`config.mk`:
```
export PLATFORM = sky130hd
export DESIGN_NAME = parzen_window_apply
export DESIGN_NICKNAME = d
export VERILOG_FILES = /design/src/rtl/parzen_pkg.sv /design/src/rtl/parzen_join2.sv /design/src/rtl/parzen_window_apply.sv
export SDC_FILE = /design/constraint.sdc
export NUM_CORES = 1
export LEC_CHECK = 0
export BUFFER_PORTS_ARGS = -buffer_cell sky130_fd_sc_hd__clkbuf_2
export CAP_MARGIN = 10
export CORE_ASPECT_RATIO = 0.8
export CORE_UTILIZATION = 46
export DETAILED_ROUTE_END_ITERATION = 12
export SLEW_MARGIN = 5
export SYNTH_ARGS = -nofsm -noshare
export SYNTH_HDL_FRONTEND = slang
export SYNTH_SLANG_ARGS = --single-unit
export TNS_END_PERCENT = 5
```
`constraint.sdc`:
```
create_clock -name clk -period 12.35 [get_ports clk]
set_clock_uncertainty 0.15 [all_clocks]
set_input_delay 3.705 -clock clk [delete_from_list [all_inputs] [get_ports clk]]
set_output_delay 3.705 -clock clk [all_outputs]
set_load 0.005 [all_outputs]
```
`src/rtl/parzen_pkg.sv`:
```
// parzen_pkg: shared types, widths and helpers for the Parzen window consumer.
//   - DEF_*      : default configuration of the block
//   - COEFF_BITS : coefficient width for the default configuration
//   - PROD_BITS  : stage-1 product width for the default configuration
//   - state_e    : frame FSM states
//   - round_sat  : round-half-up, arithmetic shift and saturate of a product
package parzen_pkg;

    localparam int unsigned DEF_WINDOW_SIZE_POW2 = 10;
    localparam int unsigned DEF_COEFF_FRAC_BITS  = 16;
    localparam int unsigned DEF_SAMPLE_BITS      = 16;

    localparam int unsigned COEFF_BITS = DEF_WINDOW_SIZE_POW2 + DEF_COEFF_FRAC_BITS;
    localparam int unsigned PROD_BITS  = DEF_SAMPLE_BITS + COEFF_BITS + 1;

    // Products of any configuration are sign-extended into this container.
    localparam int unsigned ACC_BITS = 64;

    typedef enum logic {
        IDLE,
        RUN
    } state_e;

    // Returns the saturated sample in the low sample_bits of the container;
    // the caller truncates to its own sample width.
    function automatic logic signed [ACC_BITS-1:0] round_sat(
        input logic signed [ACC_BITS-1:0] prod,
        input int unsigned                frac_bits,
        input int unsigned                sample_bits
    );
        logic signed [ACC_BITS-1:0] one;
        logic signed [ACC_BITS-1:0] half;
        logic signed [ACC_BITS-1:0] hi;
        logic signed [ACC_BITS-1:0] lo;
        logic signed [ACC_BITS-1:0] r;
        one  = 64'sd1;
        half = one <<< (frac_bits - 1);
        hi   = (one <<< (sample_bits - 1)) - one;
        lo   = -(one <<< (sample_bits - 1));
        r    = (prod + half) >>> frac_bits;
        if (r > hi) begin
            r = hi;
        end else if (r < lo) begin
            r = lo;
        end
        return r;
    endfunction

endpackage

```
`src/rtl/parzen_join2.sv`:
```
// parzen_join2: joins two valid/ready streams under a shared advance enable.
//   a_valid/b_valid : producer valids
//   adv             : downstream can accept (pipeline not stalled)
//   a_ready/b_ready : each side is accepted only together with the other
//   fire            : a pair is consumed this cycle
module parzen_join2 (
    input  logic a_valid,
    input  logic b_valid,
    input  logic adv,
    output logic a_ready,
    output logic b_ready,
    output logic fire
);

    assign a_ready = b_valid && adv;
    assign b_ready = a_valid && adv;
    assign fire    = a_valid && b_valid && adv;

endmodule

```
`src/rtl/parzen_window_apply.sv`:
```
// parzen_window_apply: multiplies each signed sample by its unsigned Parzen
// window coefficient, rounds/saturates back to sample width and frames output.
//   clk, rst                       : clock, synchronous active-high reset
//   s_data/s_valid/s_last/s_ready  : sample stream in
//   c_coeff/c_valid/c_ready        : coefficient stream in, UQ(INT).(FRAC)
//   m_data/m_valid/m_last/m_ready  : windowed sample stream out
//   frame_done                     : pulse after an m_last beat transfers
//   frame_err                      : pulse after a frame-length mismatch
module parzen_window_apply
    import parzen_pkg::*;
#(
    parameter int unsigned WINDOW_SIZE_POW2 = DEF_WINDOW_SIZE_POW2,
    parameter int unsigned COEFF_FRAC_BITS  = DEF_COEFF_FRAC_BITS,
    parameter int unsigned COEFF_INT_BITS   = WINDOW_SIZE_POW2,
    parameter int unsigned SAMPLE_BITS      = DEF_SAMPLE_BITS
) (
    input  logic                                    clk,
    input  logic                                    rst,
    input  logic [SAMPLE_BITS-1:0]                  s_data,
    input  logic                                    s_valid,
    input  logic                                    s_last,
    output logic                                    s_ready,
    input  logic [COEFF_INT_BITS+COEFF_FRAC_BITS-1:0] c_coeff,
    input  logic                                    c_valid,
    output logic                                    c_ready,
    output logic [SAMPLE_BITS-1:0]                  m_data,
    output logic                                    m_valid,
    output logic                                    m_last,
    input  logic                                    m_ready,
    output logic                                    frame_done,
    output logic                                    frame_err
);

    localparam int unsigned CW = COEFF_INT_BITS + COEFF_FRAC_BITS;
    localparam int unsigned PW = SAMPLE_BITS + CW + 1;
    localparam int unsigned IW = WINDOW_SIZE_POW2;

    logic adv;
    logic fire;

    state_e                  state_q, state_d;
    logic [IW-1:0]           idx_q, idx_d;
    logic [IW-1:0]           cur_idx;
    logic                    at_end;
    logic                    tag_last;
    logic                    err_q, err_d;

    logic                    v1_q, v1_d;
    logic signed [PW-1:0]    prod_q, prod_d;
    logic                    last1_q, last1_d;
    logic signed [PW-1:0]    s_ext, c_ext;

    logic                    m_valid_q, m_valid_d;
    logic [SAMPLE_BITS-1:0]  m_data_q, m_data_d;
    logic                    m_last_q, m_last_d;
    logic                    done_q, done_d;

    // Whole pipeline stalls as one unit while an output beat is refused.
    assign adv = !(m_valid_q && !m_ready);

    parzen_join2 u_join (
        .a_valid (s_valid),
        .b_valid (c_valid),
        .adv     (adv),
        .a_ready (s_ready),
        .b_ready (c_ready),
        .fire    (fire)
    );

    // Frame FSM: a beat closes the frame either at the last index or when the
    // source marks s_last; any disagreement between the two is an error.
    always_comb begin
        state_d  = state_q;
        idx_d    = idx_q;
        err_d    = 1'b0;
        tag_last = 1'b0;
        cur_idx  = (state_q == IDLE) ? '0 : idx_q;
        at_end   = &cur_idx;
        if (fire) begin
            if (at_end || s_last) begin
                tag_last = 1'b1;
                idx_d    = '0;
                state_d  = IDLE;
                err_d    = (at_end != s_last);
            end else begin
                idx_d    = cur_idx + 1'b1;
                state_d  = RUN;
            end
        end
    end

    // Two-stage datapath: stage 1 multiplies, stage 2 rounds and saturates.
    always_comb begin
        s_ext     = PW'($signed(s_data));
        c_ext     = PW'({1'b0, c_coeff});
        v1_d      = v1_q;
        prod_d    = prod_q;
        last1_d   = last1_q;
        m_valid_d = m_valid_q;
        m_data_d  = m_data_q;
        m_last_d  = m_last_q;
        if (adv) begin
            v1_d      = fire;
            last1_d   = fire && tag_last;
            if (fire) begin
                prod_d = s_ext * c_ext;
            end
            m_valid_d = v1_q;
            m_last_d  = v1_q && last1_q;
            if (v1_q) begin
                m_data_d = SAMPLE_BITS'(round_sat(ACC_BITS'(prod_q), COEFF_FRAC_BITS, SAMPLE_BITS));
            end
        end
        done_d = m_valid_q && m_ready && m_last_q;
    end

    always_ff @(posedge clk) begin
        if (rst) begin
            state_q   <= IDLE;
            idx_q     <= '0;
            err_q     <= 1'b0;
            v1_q      <= 1'b0;
            prod_q    <= '0;
            last1_q   <= 1'b0;
            m_valid_q <= 1'b0;
            m_data_q  <= '0;
            m_last_q  <= 1'b0;
            done_q    <= 1'b0;
        end else begin
            state_q   <= state_d;
            idx_q     <= idx_d;
            err_q     <= err_d;
            v1_q      <= v1_d;
            prod_q    <= prod_d;
            last1_q   <= last1_d;
            m_valid_q <= m_valid_d;
            m_data_q  <= m_data_d;
            m_last_q  <= m_last_d;
            done_q    <= done_d;
        end
    end

    assign m_data     = m_data_q;
    assign m_valid    = m_valid_q;
    assign m_last     = m_last_q;
    assign frame_done = done_q;
    assign frame_err  = err_q;

endmodule

```
==> summary.md <==
| Metric | Value |
|---|---|
| Outcome | finished clean |
| Placement-stage cell area | 17500 sq um |
| CP arrival | 10490 ps |
| First-pass GRT wire length | 72400 um |
| Synth top area share | 39.4% |
| Synth Area in Compound Gates | 8.56% |
| Worst R2R Start | state_q |
| Critical Path End | prod_q[40] |
| Tot GR Track Use | 24.2% |
| Setup Buffers After CTS | 0 |
| Crit. Startpoint | s_data[15] |
| I/O Buffers | 69 |
| Cells after Synth | 1986 |
| Number of synthesis warnings | 0 |
| HP Class | reg2reg |
| Layout area overhead | 5.08% |
| Placer Congestion | 0.895 |
| Vias after detailed routing | 13000 |
| FF-to-FF End | idx_q[9] |
| Worst setup SP type | primary input |
| Finished Core Util | 49.3% |
| Die X | 216 um |
| Core ar. | 36100 sq um |
| Post-synth top cells | inv_1 (424), fa_1 (333), nand2_1 (279), and2_1 (185), ha_1 (142) |
| Main combinational cell family by area after synthesis | adder cells |
| Post-Synth XOR/XNOR Area | 1.92% |
| Syn_nets | 2509 |
| Post-synthesis register bit count | 61 |
| Register area share after synthesis | 7.22% |
| Slew margin rel. | 40.3% |
| Final period util | 84.2% |
| CP Data Required Time | 12450 ps |
| Asr flop ratio synth | 0% |
| Max-Cap Viols | 0 |
| Syn avg cell area | 8.52 sq um |
| Final instance area | 17800 sq um |
| DP HPWL | 32500 um |
| Routed len/inst | 17.2 um |
| CTS buffer count | 9 |
| Mapped cell area | 16900 sq um |
| Synth Area in Adders | 49.9% |
| Register-to-Register Path Depth | 12 |
| Post-synthesis simple-gate area fraction | 20.4% |
| Clock Sinks | 61 |
| Synth Flop Type | dfxtp_1 |
| PostCTS Resize Cnt | 0 |
| CTS root buffer | clkbuf_16 |
| DRC | 0 |
| Post-synthesis mux area share | 0.118% |
| Synth unique cells | 75 |
| Drt pass-1 iters | 5 |
| Ports | 70 |
| RSZ-0062 raised after global routing | no |
| Share of cells above drive strength 1 | 6.33% |
| CP Max Fanout | 17 |
| Longest Clk Path Bufs | 2 |
| Most frequent cell after synthesis | inv_1 |
| FF-to-FF setup slack | 9380 ps |
| Vias in the first global route | 13900 |
| EDFF count, synth | 0 |
| DRT Wirelength | 42200 um |
| Leading area contributor after synthesis | fa_1 |
| Endpoints failing setup | 0 |
| Die area | 37500 sq um |
| Largest cells by area after synthesis | fa_1 (39%), ha_1 (11%), inv_1 (9.4%), dfxtp_1 (7.2%), and2_1 (6.8%) |
| Routed vias/inst | 5.30 |
| Largest net degree at the start of global routing | 74 |
| CTS tree | built |
| Max Freq | 96.2 MHz |
| Total gr overflow | 0 |
| Initial antenna violation count | 1 |
| Fin Setup TNS | 0 ps |
| Setup CP Type | in2reg |
| Initial DRC count | 738 |
| Post-layout min period | 10400 ps |
| ANT nets after route | 0 |
| Clk slew on worst S/H paths | 50 ps |
| Hold buffers post-CTS | 0 |
| Die Height | 173 um |
| Skew-Pair Late Insertion Delay | 330 ps |
| Initial Utilization | 46.9% |
| Max Slew Vio Count | 0 |
| Crit end category | register |
| Htree depth | 3 |
| Worst Tran Pin Value | 895 ps |
| Site row count | 62 |
| Final hold violation count | 0 |
| Layout Nets | 2493 |
| FILL cells | 3541 |
[kinds of logic (layout without fill, tap and decap cells)]
family / after synthesis / in the layout
simple gates: 681 / 681
buf+inv: 524 / 512
fa+ha+maj: 475 / 475
compound gates: 206 / 206
flops: 61 / 61
xor+xnor: 37 / 37
mux: 2 / 2
other cells: 0 / 1
[area by class of cell]
type | instances | area, sq um | area share [%]
Sequential cell | 61 | 1220 | 6.87
Multi-Input combinational cell | 1401 | 13700 | 77.0
Tap cell | 480 | 601 | 3.38
Clock buffer | 12 | 256 | 1.44
Clock inverter | 3 | 45.0 | 0.253
Inverter | 425 | 1600 | 8.98
Timing Repair Buffer | 72 | 368 | 2.07
Antenna cell | 1 | 2.50 | 0.0141
[layout by cell type (no fill, tap or decap), drive strengths merged, types with 4 or more instances in the layout]
master | Yosys | layout
a211o | 5 | 5
a211oi | 12 | 12
a21o | 27 | 27
a21oi | 71 | 71
a22o | 4 | 4
a22oi | 7 | 7
a311o | 4 | 4
a31oi | 7 | 7
and2 | 185 | 185
and3 | 10 | 10
and4 | 5 | 5
clkbuf | 90 | 81
dfxtp | 61 | 61
fa | 333 | 333
ha | 142 | 142
inv | 424 | 424
nand2 | 279 | 279
nand2b | 13 | 13
nand3 | 25 | 25
nand3b | 7 | 7
nand4 | 23 | 23
nor2 | 82 | 82
nor3 | 28 | 28
nor3b | 5 | 5
nor4 | 5 | 5
o211ai | 8 | 8
o21ai | 25 | 25
o21bai | 4 | 4
o22ai | 5 | 5
o31ai | 6 | 6
or3 | 4 | 4
xnor2 | 25 | 25
xor2 | 12 | 12
[per-layer routing]
| layer | up-vias | share of wire [%] | wire length (um) | GRT usage [%] |
|---|---|---|---|---|
| met2 | 337 | 46 | 19400 | 38.8 |
| met3 | 40 | 5.2 | 2200 | 3.65 |
| met5 | - | 0 | 0 | 0 |
| met4 | 0 | 1.4 | 588 | 4.25 |
| met1 | 6592 | 47 | 20000 | 34.9 |
| li1 | 6042 | - | - | - |
[per-stage QoR]
stage | hold slack [ps] | worst slack, ps | instances
3_5_place_dp | 289 | 1670 | 2439
6_report | 295 | 1950 | 2455
2_1_floorplan | 277 | 2540 | 1986
4_1_cts | 297 | 1990 | 2454
3_3_place_gp | 284 | 1850 | 2439
5_1_grt | 321 | 1510 | 2454
[worst min-delay path by stage]
stage | slack, ps | startpoint | cells past startpoint | to
final | 300 | idx_q[0] | 2 | idx_q[0]
after global routing | 320 | idx_q[0] | 2 | idx_q[0]
after CTS | 300 | idx_q[0] | 2 | idx_q[0]
after detailed placement | 290 | idx_q[0] | 2 | idx_q[0]
after global placement | 280 | idx_q[0] | 2 | idx_q[0]
after floorplan | 280 | idx_q[0] | 2 | idx_q[0]
[worst max-delay path: stages]
cell and delay [ps]:
clkbuf_2 280, clkinv_1 660, nor2_1 360, fa_1 450, fa_1 520, fa_1 520
fa_1 520, fa_1 550, inv_1 50, fa_1 530, inv_1 40, ha_1 400
a21oi_1 240, o211ai_1 120, a21oi_1 260, a21oi_2 180, o31ai_2 340, nand2_1 250
a311o_1 410, o211ai_1 90
[flip-flops by register name, summed over array words and instances (netlist names)]
signal	cells
frame_done	1
frame_err	1
idx_q	10
last1_q	1
m_data	16
m_last	1
m_valid	1
prod_q	28
state_q	1
v1_q	1
Power is not shown: default switching activity piles up to over one toggle a cycle in this logic, so the estimate is an artifact.
